[src/rtl/ext_pipe.sv]
// Pipelined immediate extender with a DEPTH-entry result FIFO and valid/ready handshakes.
// Define EXT_STAT_EN to add the req_cnt/err_cnt request statistics ports.
module ext_pipe #(
    parameter int unsigned IMM_W  = 16,
    parameter int unsigned DATA_W = 32,
    parameter int unsigned DEPTH  = 4,
    parameter int unsigned SHAMT  = 2
) (
    input  logic              clk,
    input  logic              rst_n,
    input  logic              in_valid,
    output logic              in_ready,
    input  logic [IMM_W-1:0]  imm,
    input  logic [2:0]        EOp,
    output logic              out_valid,
    input  logic              out_ready,
    output logic [DATA_W-1:0] ext,
    output logic              err
`ifdef EXT_STAT_EN
    ,
    output logic [31:0]       req_cnt,
    output logic [15:0]       err_cnt
`endif
);

    localparam int unsigned PTR_W = (DEPTH > 1) ? $clog2(DEPTH) : 1;
    localparam int unsigned CNT_W = PTR_W + 1;
    localparam int unsigned PAD_W = DATA_W - IMM_W;

    logic [DATA_W-1:0] mem_data [DEPTH];
    logic              mem_err  [DEPTH];

    logic [PTR_W-1:0]  wr_ptr, rd_ptr, wr_ptr_nxt, rd_ptr_nxt;
    logic [CNT_W-1:0]  count, count_nxt;
    logic              push, pop;

    logic [DATA_W-1:0] sext, zext, res_data, head_data;
    logic              res_err, head_err;

    // Extension datapath for the incoming request
    always_comb begin
        sext     = {{PAD_W{imm[IMM_W-1]}}, imm};
        zext     = {{PAD_W{1'b0}}, imm};
        res_data = '0;
        res_err  = 1'b0;
        case (EOp)
            3'd0:    res_data = sext;
            3'd1:    res_data = zext;
            3'd2:    res_data = {imm, {PAD_W{1'b0}}};
            3'd3:    res_data = sext << SHAMT;
            3'd4:    res_data = zext << SHAMT;
            default: res_err  = 1'b1;
        endcase
    end

    // Handshake decode, pointer/count update and next head selection
    always_comb begin
        push       = in_valid && in_ready;
        pop        = out_valid && out_ready;
        wr_ptr_nxt = push ? wr_ptr + PTR_W'(1) : wr_ptr;
        rd_ptr_nxt = pop  ? rd_ptr + PTR_W'(1) : rd_ptr;
        count_nxt  = count;
        if (push && !pop) begin
            count_nxt = count + CNT_W'(1);
        end else if (pop && !push) begin
            count_nxt = count - CNT_W'(1);
        end
        // A push landing on the next head slot means the FIFO drains to just this entry
        if (push && (wr_ptr == rd_ptr_nxt)) begin
            head_data = res_data;
            head_err  = res_err;
        end else begin
            head_data = mem_data[rd_ptr_nxt];
            head_err  = mem_err[rd_ptr_nxt];
        end
    end

    always_ff @(posedge clk) begin
        if (push) begin
            mem_data[wr_ptr] <= res_data;
            mem_err[wr_ptr]  <= res_err;
        end
    end

    // Control state plus registered head; ext/err hold their last value when empty
    always_ff @(posedge clk or negedge rst_n) begin
        if (!rst_n) begin
            wr_ptr    <= '0;
            rd_ptr    <= '0;
            count     <= '0;
            in_ready  <= 1'b1;
            out_valid <= 1'b0;
            ext       <= '0;
            err       <= 1'b0;
        end else begin
            wr_ptr    <= wr_ptr_nxt;
            rd_ptr    <= rd_ptr_nxt;
            count     <= count_nxt;
            in_ready  <= (count_nxt < CNT_W'(DEPTH));
            out_valid <= (count_nxt != '0);
            if (count_nxt != '0) begin
                ext <= head_data;
                err <= head_err;
            end
        end
    end

`ifdef EXT_STAT_EN
    always_ff @(posedge clk or negedge rst_n) begin
        if (!rst_n) begin
            req_cnt <= '0;
            err_cnt <= '0;
        end else if (push) begin
            req_cnt <= req_cnt + 32'd1;
            if (res_err) begin
                err_cnt <= err_cnt + 16'd1;
            end
        end
    end
`endif

endmodule

[config.mk]
export PLATFORM = sky130hd
export DESIGN_NAME = ext_pipe
export DESIGN_NICKNAME = d
export VERILOG_FILES = /design/src/rtl/ext_pipe.sv
export SDC_FILE = /design/constraint.sdc
export NUM_CORES = 1
export LEC_CHECK = 0
export ABC_AREA = 1
export BUFFER_PORTS_ARGS = -buffer_cell sky130_fd_sc_hd__buf_2
export CAP_MARGIN = 20
export CORE_ASPECT_RATIO = 0.8
export CORE_MARGIN = 2
export CORE_UTILIZATION = 35
export DETAILED_ROUTE_END_ITERATION = 8
export PLACE_DENSITY = 0.61
export SKIP_CTS_REPAIR_TIMING = 1
export SYNTH_ARGS = -nofsm -noshare
export SYNTH_HDL_FRONTEND = slang
export SYNTH_SLANG_ARGS = --single-unit
[constraint.sdc]
create_clock -name clk -period 6 [get_ports clk]
set_input_delay 0.6 -clock clk [delete_from_list [all_inputs] [get_ports clk]]
set_output_delay 0.6 -clock clk [all_outputs]
set_load 0.02 [all_outputs]
# After elaboration in Yosys (flattened, before gate mapping)

Memory sizes are Yosys's and may differ from the RTL's. A register that Yosys moved wholly into a read port is not among the register bits.
Index checks and enable logic that the tools add are counted.

Add/subtract/negate cells: 4
$lt $le $gt $ge: 1
Eq/ne operators: 4
Multiplexer cells: 7
Reduce and logical (&&, ||, !) cells: 11

Operators by type and width:

| cell                                                                | count |
|---|---|
| 32-bit one-hot mux with 5 select lines                              | 1 |
| 3-bit by 2-bit == test with 1-bit output (second input constant)    | 2 |
| 3-bit two-way mux                                                   | 2 |
| 5-bit OR reduction                                                  | 1 |
| 2-bit by 1-bit adder with 2-bit output (second input constant)      | 2 |
| 1-bit logical AND                                                   | 4 |
| 1-bit logical NOT                                                   | 4 |
| 3-bit by 1-bit adder with 3-bit output (second input constant)      | 1 |
| 3-bit by 1-bit == test with 1-bit output (second input constant)    | 1 |
| 3-bit == test (second input constant)                               | 1 |
| 3-bit logical NOT                                                   | 1 |
| 3-bit < comparator (second input constant)                          | 1 |
| 1-bit two-way mux                                                   | 3 |
| 3-bit nonzero test                                                  | 1 |
| 3-bit by 1-bit subtractor with 3-bit output (second input constant) | 1 |
| 2-bit two-way mux                                                   | 1 |

Register bits: 9
Bits in writable memories: 132
Input port bits: 23
Output and inout port bits: 35
Word-level logic and storage cells: 34
Memories: 2

Memory list:

| memory   | depth | bits a word | rd ports | clocked after memory_dff | wr ports | line | source |
|---|---|---|---|---|---|---|---|
| mem_data | 4     | 32          | 1        | 1                        | 1        | 30   | `logic [DATA_W-1:0] mem_data [DEPTH];` |
| mem_err  | 4     | 1           | 1        | 1                        | 1        | 31   | `logic mem_err [DEPTH];` |

# Logic depth before layout (Yosys ltp)

Gate-level depths: netlist of the first run.

Depth after elaboration: 6
Mapped depth: 12
Mapped depth without buffers: 11

# Worst setup path before layout of the first run

Ideal clock, no wire load.

Kind: flip-flop to flip-flop
Start: register in_ready
End: memory mem_data[0][0] (enable)
Data arrival time: 2.138 ns
Path slack: 3.439 ns
Stages on the path, launching flop included: 3
Buffers on the path: 0
Cells stage by stage: dfstp_2 > nand2_4 > nor2_1

Cells in the longest elaborated chain, start to end: 3

RTL lines:

| element                                 | line | source |
|---|---|---|
| from (decl)                             | 12   | `output logic in_ready,` |
| from (signal assigned)                  | 99   | `in_ready <= (count_nxt < CNT_W'(DEPTH));` |
| 1-bit logical AND                       | 58   | `push = in_valid && in_ready;` |
| 1-bit two-way mux                       | 79   | `if (push) begin` |
| 1-bit two-way mux (not written as such) | 80   | `mem_data[wr_ptr] <= res_data;` |
| to (decl)                               | 30   |  |

Every way passes these cells.

# Worst setup path in the final report of the first run

Start: register out_valid
End: register ext[8] (read register of mem_data)

Cells in the longest elaborated chain, start to end: 5

RTL lines:

| element                                                | line   | source |
|---|---|---|
| from (decl)                                            | 15     | `output logic out_valid,` |
| from (signal assigned)                                 | 100    | `out_valid <= (count_nxt != '0);` |
| 1-bit logical AND *                                    | 59     | `pop = out_valid && out_ready;` |
| 1-bit logical AND or 1-bit logical NOT (tied branches) | 65, 63 |  |
| 3-bit two-way mux or 1-bit logical AND (tied branches) | 65, 63 |  |
| 3-bit two-way mux                                      | 63     | `if (push && !pop) begin` |
| 3-bit nonzero test                                     | 101    | `if (count_nxt != '0) begin` |
| to (decl)                                              | 17     | `output logic [DATA_W-1:0] ext,` |

Every way passes the cells marked *; elsewhere a longest branch is shown, timed or not.
A chain may end at the register's enable or synchronous reset.

==> impl_metrics.csv, run 1 <==
group,metric,value,unit
outcome,status,"completed",
clocking,cts_tree,"built",
timing,worstMarginPinSlew,874.6,ps
global_routing,grt.total_usage,0.1701,
die,start_util,0.3543,
synthesis,synth.avg_cell_area,9.726,µm²
flow_run,max_cap_violations,0,
synthesis,synthAdderAreaFrac,0.009494,
synthesis,synth_top_family_by_area,"simple AND/OR/NAND/NOR gates",
detailed_routing,wl,19750,µm
timing,hold_slack,79.26,ps
placed_design,dp_hpwl,11530,µm
clocking,clock_path_buffers,2,
clocking,h-tree-depth,4,
cells_and_area,drive_gt1_frac,0.1331,
timing,drv_slew,0,
synthesis,synth_cells,813,
detailed_routing,dr.first_iter.drc_count,456,
timing,fin_setup_tns,0,ps
clocking,clk_latency,430,ps
cells_and_area,diodes,0,
power_and_ir_drop,power.leakage,0.003915,µW
critical_path,setup.worst_path.class,"flip-flop to flip-flop",
cells_and_area,fin_util,0.4027,
power_and_ir_drop,ir_drop,0.0002562,V
die,fp-row-count,49,
clocking,cts_buffers,17,
cells_and_area,area_delta_synth_final,13.66,%
global_routing,grt_pass1_vias,5323,
critical_path,reg2reg_to,"ext[8]",
critical_path,r2r_cells,8,
critical_path,timing.rr.start,"out_valid",
die,die_w,172.1,µm
power_and_ir_drop,power_density,513.9,mW/mm²
cells_and_area,nNetsFinal,880,
detailed_routing,drc_errors,0,
global_routing,grt_pass1_wl,30480,µm
critical_path,crit_path_start,"out_valid",
synthesis,synth-warning-count,0,
critical_path,cp.required,6360,ps
timing,clock_skew,10.55,ps
synthesis,ys.flop_type,"edfxtp_1",
synthesis,postSynthRegisterBits,174,
synthesis,ys_types,23,
detailed_routing,wire_per_inst,16.88,µm
die,core-area,0.02232,mm²
timing,fmax,0.3479,GHz
synthesis,syn-num-nets,842,
timing,rsz0062_at_grt,"false",
synthesis,synth_compound_gate_area_share,0.01139,
placed_design,place_congestion,0.7553,
clocking,clock-sinks,174,
synthesis,async_flop_share,0.2414,
detailed_routing,vias,5686,
die,io_pins,58,
critical_path,startpoint_type,"flip-flop",
clocking,ctsRootBufferMaster,"clkbuf_16",
critical_path,cp-end-kind,"flip-flop",
synthesis,synthXorXnorAreaFrac,0.001108,
detailed_routing,dr.pass1.iters,5,
die,dieArea,0.02382,mm²
timing,relSlewSlack,0.4149,
timing,setup_viol_count_final,0,
critical_path,critical_path.endpoint,"ext[8]",
critical_path,path_max_fanout,34,
synthesis,synth_edf_count,132,
hold_path,min_path_type,"primary input to asynchronous set/reset pin",
detailed_routing,antenna_left,0,
synthesis,synth_area,0.007908,mm²
timing,post-route-period-util,0.4791,
global_routing,grt_max_degree,69,
critical_path,arrival,3230,ps
global_routing,antenna_found_initial,0,
synthesis,synthSimpleGateAreaFrac,0.2786,
detailed_routing,vias_per_cell,4.860,
synthesis,synth.mux.area_fraction,0,
cells_and_area,stdcell_count,1170,
die,die_y,138.4,µm
placed_design,dp.cells,1137,
placed_design,numPortBuffers,57,
synthesis,synth_seq_area_share,0.6343,
critical_path,ff2ff_setup_slack,3130,ps
timing,final.min_clock_period,2875,ps
clocking,clkTransAtPathRegs,70,ps
global_routing,grt_overflow,0,
timing,hold_viol_final,0,
worst min-delay path by stage:
stage | start | endpoint | slack (ps) | cells past startpoint
global placement | ext[11] | ext[11] | 460 | 2
floorplan | rst_n | count[0] | 300 | 0
detailed placement | ext[13] | ext[13] | 460 | 2
finish | rst_n | count[2] | 80 | 1
global route | rst_n | count[2] | 100 | 1
CTS | rst_n | count[1] | 410 | 1
cells by family (layout without fill, tap and decap cells):
| logic type | after synthesis | count (layout) |
|---|---|---|
| compound gates | 18 | 18 |
| buf+inv | 114 | 165 |
| xor+xnor | 1 | 1 |
| fa+ha+maj | 6 | 6 |
| simple gates | 500 | 500 |
| flops | 174 | 174 |
synth_stat cells, types with 2 or more instances:
cell type  number  area, µm²
a21oi_1        17      85.08
buf_2          21      105.1
buf_4          12      90.09
buf_6           2      22.52
clkbuf_1       10      37.54
dfrtp_1        41       1026
edfxtp_1      132       3964
ha_1            6      75.07
inv_1          66      247.7
inv_2           2      7.510
nand2_1       250      938.4
nand2_2         8      50.05
nand2_4         2      22.52
nand3_1       210       1051
nor2_1         26      97.59
sequential cells by signal, summed over array words and instances, names as in the netlist:
register and count:
mem_data 128, ext 32, mem_err 4, count 3, rd_ptr 2, wr_ptr 2, err 1, in_ready 1
out_valid 1
worst max-delay path, stage by stage, from the launching register on:
cell	delay, ps
dfrtp_1	440
nand3_2	560
nand2_1	300
nand3_1	120
nand2_2	600
nand2_4	430
nand2_1	150
nand3_1	80
nand2_1	100
area by class of cell:
class,count,area [µm²]
Clock buffer,19,442.9
Clock inverter,13,122.6
Fill cell,2237,13330
Inverter,68,255.2
Multi-Input combinational cell,525,2410
Sequential cell,174,5016
Tap cell,306,382.9
Timing Repair Buffer,65,357.8
layout by cell type, fill, tap and decap left out, drive strengths merged:
master and n:
dfrtp 41, nand2 260, ha 6, clkinv 9, a21oi 17, nor2 27, nand4 1, o21ai 1
xor2 1, edfxtp 132, inv 68, nand3b 1, nand3 211, bufinv 2, clkbuf 19, dfstp 1
clkinvlp 2, buf 65
power by group:
| group | total, µW | leakage [µW] | switching [µW] | internal, µW |
|---|---|---|---|---|
| combinational | 1840 | 0.00193 | 1320 | 522 |
| clock | 1070 | 0.000279 | 452 | 617 |
| sequential | 1710 | 0.00170 | 117 | 1590 |
metrics by stage:
stage | cell area [µm²] | worst slack, ps | power, µW
2_1_floorplan | 7908 | 3439 | 3071
3_3_place_gp | 8402 | 2916 | 3552
3_5_place_dp | 8402 | 2873 | 3580
4_1_cts | 8967 | 3132 | 4648
5_1_grt | 8987 | 2850 | 4931
6_report | 8987 | 3125 | 4618
layer usage:
metal  share of wire  track usage
met1            0.47       0.2407
met4           0.020      0.05617
met2            0.46       0.2655
met3           0.054      0.03035
met5               0            0
Note: power is estimated with default switching activity, not from simulation.
==> inputs of run 2 (changes only) <==
--- a/config.mk
+++ b/config.mk
@@ -12,7 +12,7 @@
 export CORE_MARGIN = 2
 export CORE_UTILIZATION = 35
 export DETAILED_ROUTE_END_ITERATION = 8
-export PLACE_DENSITY = 0.61
+export PLACE_DENSITY = 0.63
 export SKIP_CTS_REPAIR_TIMING = 1
 export SYNTH_ARGS = -nofsm -noshare
 export SYNTH_HDL_FRONTEND = slang
==> constraint.sdc (replaced) <==
create_clock -name clk -period 2.62 [get_ports clk]
set_input_delay 0.262 -clock clk [delete_from_list [all_inputs] [get_ports clk]]
set_output_delay 0.262 -clock clk [all_outputs]
set_load 0.02 [all_outputs]
==> run 2 against run 1 <==
Sequential cell count is the same. Cell area grew 1.1%. Worst hold slack gained 160 ps. Die area is the same. Setup slack lost 2600 ps. Final cell count grew 0.68%. Sequential power grew 130%. First-iteration DRC count grew 6.6%. Clock power grew 140%. Clock-buffer cell count shrank 1. Core utilization grew 0.44 points. Total power grew 130%. Critical path type unchanged. Critical endpoint is now ext[9].
==> impl_metrics.csv, run 2 (same netlist as run 1, synthesis figures left out) <==
group,metric,value,unit
outcome,status,"completed",
detailed_routing,dr.first_iter.drc_count,486,
die,io_pins,58,
cells_and_area,largest_register,"mem_data",
timing,clock_skew,8.789,ps
power_and_ir_drop,internal_power,6312,µW
die,core-area,0.02232,mm²
placed_design,dp_slack,565.0,ps
cells_and_area,diodes,0,
power_and_ir_drop,finalPower,10820,µW
cells_and_area,largest_reg_flops,128,
timing,fmax,0.4886,GHz
power_and_ir_drop,combPwrFrac,0.400,
timing,fin_setup_tns,0,ps
placed_design,place_area,0.008472,mm²
timing,rsz0062_at_grt,"false",
cells_and_area,nNetsFinal,888,
global_routing,antenna_found_initial,0,
timing,fin_ws,573.4,ps
critical_path,setup.worst_path.class,"flip-flop to flip-flop",
power_and_ir_drop,power_density,1191,mW/mm²
placed_design,place_congestion,0.7703,
cells_and_area,final_common_cell,"nand2_1",
hold_path,holdPathStages,3,
critical_path,ff2ff_setup_slack,570,ps
timing,drv_slew,0,
timing,worstMarginPinSlew,781.3,ps
power_and_ir_drop,swShare,0.4169,
power_and_ir_drop,switching_power,4513,µW
power_and_ir_drop,seqPwrFrac,0.363,
flow_run,max_cap_violations,0,
power_and_ir_drop,power.leakage,0.003971,µW
power_and_ir_drop,clkPwrFrac,0.237,
critical_path,timing.rr.start,"in_ready",
critical_path,r2r_cells,10,
clocking,h-tree-depth,4,
critical_path,reg2reg_to,"ext[9]",
detailed_routing,dr.pass1.iters,5,
placed_design,numPortBuffers,57,
die,fp-row-count,49,
clocking,cts_buffers,17,
detailed_routing,antenna_left,0,
global_routing,grt_max_degree,68,
clocking,clkTransAtPathRegs,70,ps
timing,final.min_clock_period,2047,ps
placed_design,dp_hpwl,11570,µm
hold_path,min_from,"imm[14]",
cells_and_area,fin_area,0.009085,mm²
critical_path,arrival,2410,ps
critical_path,cp-end-kind,"flip-flop",
clocking,cts_tree,"built",
timing,hold_viol_final,0,
global_routing,grt_pass1_vias,5456,
die,start_util,0.3543,
die,die_y,138.4,µm
clocking,clock-sinks,174,
clocking,ctsRootBufferMaster,"clkbuf_16",
timing,hold_slack,242.8,ps
clocking,clock_path_buffers,2,
global_routing,grt.total_usage,0.1708,
critical_path,path_max_fanout,33,
detailed_routing,drc_errors,0,
die,dieArea,0.02382,mm²
cells_and_area,drive_gt1_frac,0.1411,
global_routing,grt_overflow,0,
power_and_ir_drop,ir_drop,0.0004926,V
clocking,clk_latency,420,ps
hold_path,hold_end,"mem_data[2][16]",
detailed_routing,wire_per_inst,16.94,µm
cells_and_area,biggestRegsByFlops,"mem_data x128, ext x32, mem_err x4",
timing,post-route-period-util,0.7811,
timing,setup_viol_count_final,0,
cells_and_area,area_delta_synth_final,14.89,%
timing,relSlewSlack,0.4791,
critical_path,cp.required,2990,ps
detailed_routing,wl,19950,µm
detailed_routing,vias_per_cell,4.926,
global_routing,grt_pass1_wl,31000,µm
cells_and_area,final_cell_mix,"nand2_1 (250), nand3_1 (210), edfxtp_1 (132)",
detailed_routing,vias,5803,
die,die_w,172.1,µm
hold_path,min_path_type,"primary input to flip-flop",
critical_path,startpoint_type,"flip-flop",
==> run 2: cell types whose count changed in the layout (fill, tap and decap cells not counted), sizes merged <==
cell,before,now
dlygate4sd3,0,1
clkbuf,19,18
inv,68,77
bufinv,2,1
clkinvlp,2,0
clkinv,9,4
buf,65,72
==> run 2: critical path: stages, from the launching register on <==
cell and delay [ps]:
dfstp_2 550, nand2_4 140, nand3_1 170, nand2_1 70, nand2_1 60, nand2_1 60, nor2_1 120, nand2_2 70
inv_2 490, nand2_1 130, nand2_1 100
==> run 2: worst max-delay path by stage <==
stage | slack (ps) | endpoint | startpoint | depth (start not counted)
floorplan | 60 | mem_data[0][0] | in_ready | 2
global placement | 570 | ext[31] | out_valid | 9
detailed placement | 560 | ext[6] | in_ready | 10
CTS | 550 | ext[20] | in_ready | 10
global route | 350 | ext[14] | in_ready | 10
finish | 570 | ext[9] | in_ready | 10
==> run 2: final cells by class <==
class                      instances  area (µm²)
fill                            2219       13230
sequential                       174        5016
multi-input combinational        525        2407
clock buffer                      18       439.2
timing repair buffer              73       420.4
tap                              306       382.9
inverter                          68       255.2
clock inverter                    14       163.9
==> run 2: per-layer routing <==
layer	vias up	routed length [µm]	track usage
li1	2816	-	-
met1	2722	9074	0.2446
met2	229	9155	0.2627
met3	36	1327	0.03350
met4	0	394	0.05175
met5	-	0	0
==> run 2: power by group through the flow <==
stage               Combinational [µW]  Sequential [µW]  Clock (µW)
floorplan                         2760             4270           0
global placement                  4320             3990           0
detailed placement                4380             3980           0
CTS                               4380             3940        2600
global route                      4870             3990        2700
finish                            4330             3930        2560
==> run 2: through the flow <==
step                  util  instances
finish              0.4071       1178
global route        0.4071       1178
CTS                 0.4066       1177
detailed placement  0.3796       1145
global placement    0.3796       1145
floorplan                -        813
==> inputs of run 3 (changes only) <==
--- a/config.mk
+++ b/config.mk
@@ -5,14 +5,14 @@
 export SDC_FILE = /design/constraint.sdc
 export NUM_CORES = 1
 export LEC_CHECK = 0
-export ABC_AREA = 1
+export ABC_AREA = 0
 export BUFFER_PORTS_ARGS = -buffer_cell sky130_fd_sc_hd__buf_2
 export CAP_MARGIN = 20
 export CORE_ASPECT_RATIO = 0.8
 export CORE_MARGIN = 2
 export CORE_UTILIZATION = 35
 export DETAILED_ROUTE_END_ITERATION = 8
-export PLACE_DENSITY = 0.63
+export PLACE_DENSITY = 0.61
 export SKIP_CTS_REPAIR_TIMING = 1
 export SYNTH_ARGS = -nofsm -noshare
 export SYNTH_HDL_FRONTEND = slang
==> constraint.sdc (replaced) <==
create_clock -name clk -period 1.9 [get_ports clk]
set_input_delay 0.19 -clock clk [delete_from_list [all_inputs] [get_ports clk]]
set_output_delay 0.19 -clock clk [all_outputs]
set_load 0.02 [all_outputs]
==> run 3 against run 2 <==
The flow now finishes with violations (negative setup slack). Cell area grew 26%. Clock power grew 38%. Via count grew 14%. Sequential power grew 41%. Worst hold slack lost 26 ps. Combinational power grew 110%. Final cell count grew 2.4%. Clock skew grew 1.4 ps. Area after synthesis grew 16%. Core utilization grew 3.2 points. Die area grew 16%.
==> impl_metrics.csv, run 3 <==
group,metric,value,unit
critical_path,timing.rr.start,"out_valid",
synthesis,ys_types,53,
power_and_ir_drop,ir_drop,0.0007865,V
timing,clock_skew,10.22,ps
clocking,cts_tree,"built",
cells_and_area,biggestRegsByFlops,"mem_data x128, ext x32, mem_err x4",
power_and_ir_drop,clkPwrFrac,0.193,
clocking,clk_latency,430,ps
cells_and_area,nNetsFinal,865,
synthesis,synth_top_area_share,0.4304,
critical_path,cp-end-kind,"flip-flop",
global_routing,grt_pass1_wl,37520,µm
die,dieArea,0.02764,mm²
synthesis,synth_area_leaders,"edfxtp_1 (43%), dfrtp_1 (11%), mux2i_1 (10%)",
timing,hold_slack,217.2,ps
timing,drv_slew,0,
critical_path,arrival,2220,ps
global_routing,grt_pass1_vias,6315,
outcome,status,"finished, violations left",
synthesis,synth_seq_area_share,0.5446,
global_routing,grt_max_degree,52,
critical_path,reg2reg_to,"ext[17]",
synthesis,synth_top_cell_by_area,"edfxtp_1",
die,die_y,149.1,µm
critical_path,path_max_fanout,8,
detailed_routing,drc_errors,0,
detailed_routing,dr.first_iter.drc_count,635,
clocking,clkTransAtPathRegs,70,ps
die,start_util,0.3534,
clocking,ctsRootBufferMaster,"clkbuf_16",
synthesis,synth-warning-count,0,
power_and_ir_drop,seqPwrFrac,0.303,
clocking,clock_path_buffers,2,
critical_path,setup.worst_path.class,"flip-flop to flip-flop",
timing,post-route-period-util,1.002,
synthesis,ys.flop_type,"edfxtp_1",
synthesis,syn-num-nets,772,
hold_path,hold_end,"mem_data[1][22]",
die,io_pins,58,
detailed_routing,dr.pass1.iters,4,
power_and_ir_drop,switching_power,6881,µW
power_and_ir_drop,internal_power,11420,µW
global_routing,grt.total_usage,0.1805,
hold_path,min_path_type,"primary input to flip-flop",
cells_and_area,area_delta_synth_final,24.18,%
synthesis,synth_cells,743,
global_routing,grt_overflow,0,
detailed_routing,antenna_left,0,
timing,rsz0062_at_grt,"true",
power_and_ir_drop,power_density,1600,mW/mm²
global_routing,antenna_found_initial,0,
synthesis,synth.most_common_cell,"edfxtp_1",
hold_path,min_from,"imm[6]",
clocking,clock-sinks,174,
die,fp-row-count,53,
clocking,h-tree-depth,4,
cells_and_area,diodes,0,
critical_path,startpoint_type,"flip-flop",
detailed_routing,vias_per_cell,5.495,
power_and_ir_drop,swShare,0.3760,
flow_run,max_cap_violations,0,
placed_design,place_congestion,0.8312,
placed_design,numPortBuffers,57,
timing,worstMarginPinSlew,745.9,ps
synthesis,synth_edf_count,132,
timing,fin_ws,-2.899,ps
timing,relSlewSlack,0.4974,
detailed_routing,wire_per_inst,20.70,µm
placed_design,dp_hpwl,15440,µm
clocking,cts_buffers,17,
critical_path,r2r_cells,7,
power_and_ir_drop,power.leakage,0.004930,µW
detailed_routing,wl,24970,µm
synthesis,postSynthRegisterBits,174,
cells_and_area,final_cell_mix,"edfxtp_1 (132), mux2i_1 (90), inv_1 (67)",
timing,fmax,0.5255,GHz
power_and_ir_drop,combPwrFrac,0.503,
cells_and_area,final_common_cell,"edfxtp_1",
die,core-area,0.02606,mm²
critical_path,ff2ff_setup_slack,-3,ps
timing,hold_viol_final,0,
timing,setup_viol_count_final,3,
timing,final.min_clock_period,1903,ps
hold_path,holdPathStages,2,
detailed_routing,vias,6627,
outcome,violations,"negative setup slack",
synthesis,async_flop_share,0.2414,
cells_and_area,largest_register,"mem_data",
cells_and_area,drive_gt1_frac,0.2615,
cells_and_area,largest_reg_flops,128,
synthesis,synth_area,0.009210,mm²
synthesis,netlist_top_cells_count,"edfxtp_1 (132), mux2i_1 (94), inv_1 (69)",
cells_and_area,fin_util,0.4389,
critical_path,cp.required,2220,ps
die,die_w,185.4,µm
placed_design,dp_slack,-44.40,ps
synthesis,synth.avg_cell_area,12.40,µm²
-- run 3: critical path, stage by stage, from the launching register on --
cell and delay [ps]:
dfrtp_2 450, and2_4 200, buf_6 130, xnor2_4 130
nor3_2 70, o31ai_4 250, buf_12 210, mux2_2 340
-- run 3: kinds of logic (layout without fill, tap and decap cells) --
group | Yosys count | in the layout | synth area share
simple gates | 124 | 124 | 0.09999
xor+xnor | 9 | 9 | 0.009375
mux | 102 | 102 | 0.1122
fa+ha+maj | 6 | 6 | 0.008151
flops | 174 | 174 | 0.5446
buf+inv | 138 | 244 | 0.06371
compound gates | 190 | 190 | 0.1619
-- run 3: final cells by class --
type	count	area (µm²)
fill	2388	14620
sequential	174	5022
multi-input combinational	431	3805
timing repair buffer	143	1309
tap	357	446.7
clock buffer	18	439.2
inverter	69	259.0
clock inverter	14	156.4
-- run 3: how the worst max path moves through the flow --
stage	from	endpoint	slack, ps	depth (start not counted)
final	out_valid	ext[17]	-3	7
after global routing	rd_ptr[0]	ext[10]	-90	7
after CTS	out_valid	ext[28]	-60	7
after detailed placement	out_valid	ext[28]	-40	7
after global placement	out_valid	ext[17]	30	7
after floorplan	in_ready	ext[17]	-10	5
-- run 3: per-stage QoR --
stage	instances	cell area (µm²)	TNS, ps	power [µW]
floorplan	743	9216	-24.92	11040
global placement	1160	10440	0	13790
detailed placement	1160	10440	-146.8	13910
CTS	1192	11040	-389.3	17470
global route	1206	11440	-1376	19350
finish	1206	11440	-6.580	18300
-- run 3: metal layers --
metal | track usage | part of all wire | vias up
met3 | 0.03296 | 0.044 | 17
li1 | - | - | 3066
met2 | 0.2832 | 0.47 | 150
met1 | 0.2589 | 0.48 | 3394
met4 | 0.04365 | 0.011 | 0
met5 | 0 | 0 | -
-- run 3: power by group through the flow --
| stage | sequential [µW] | combinational, µW | clock [µW] |
|---|---|---|---|
| 5_1_grt | 5660 | 9950 | 3750 |
| 4_1_cts | 5540 | 8330 | 3600 |
| 3_3_place_gp | 5600 | 8200 | 0 |
| 2_1_floorplan | 5990 | 5050 | 0 |
| 6_report | 5550 | 9210 | 3540 |
| 3_5_place_dp | 5600 | 8310 | 0 |
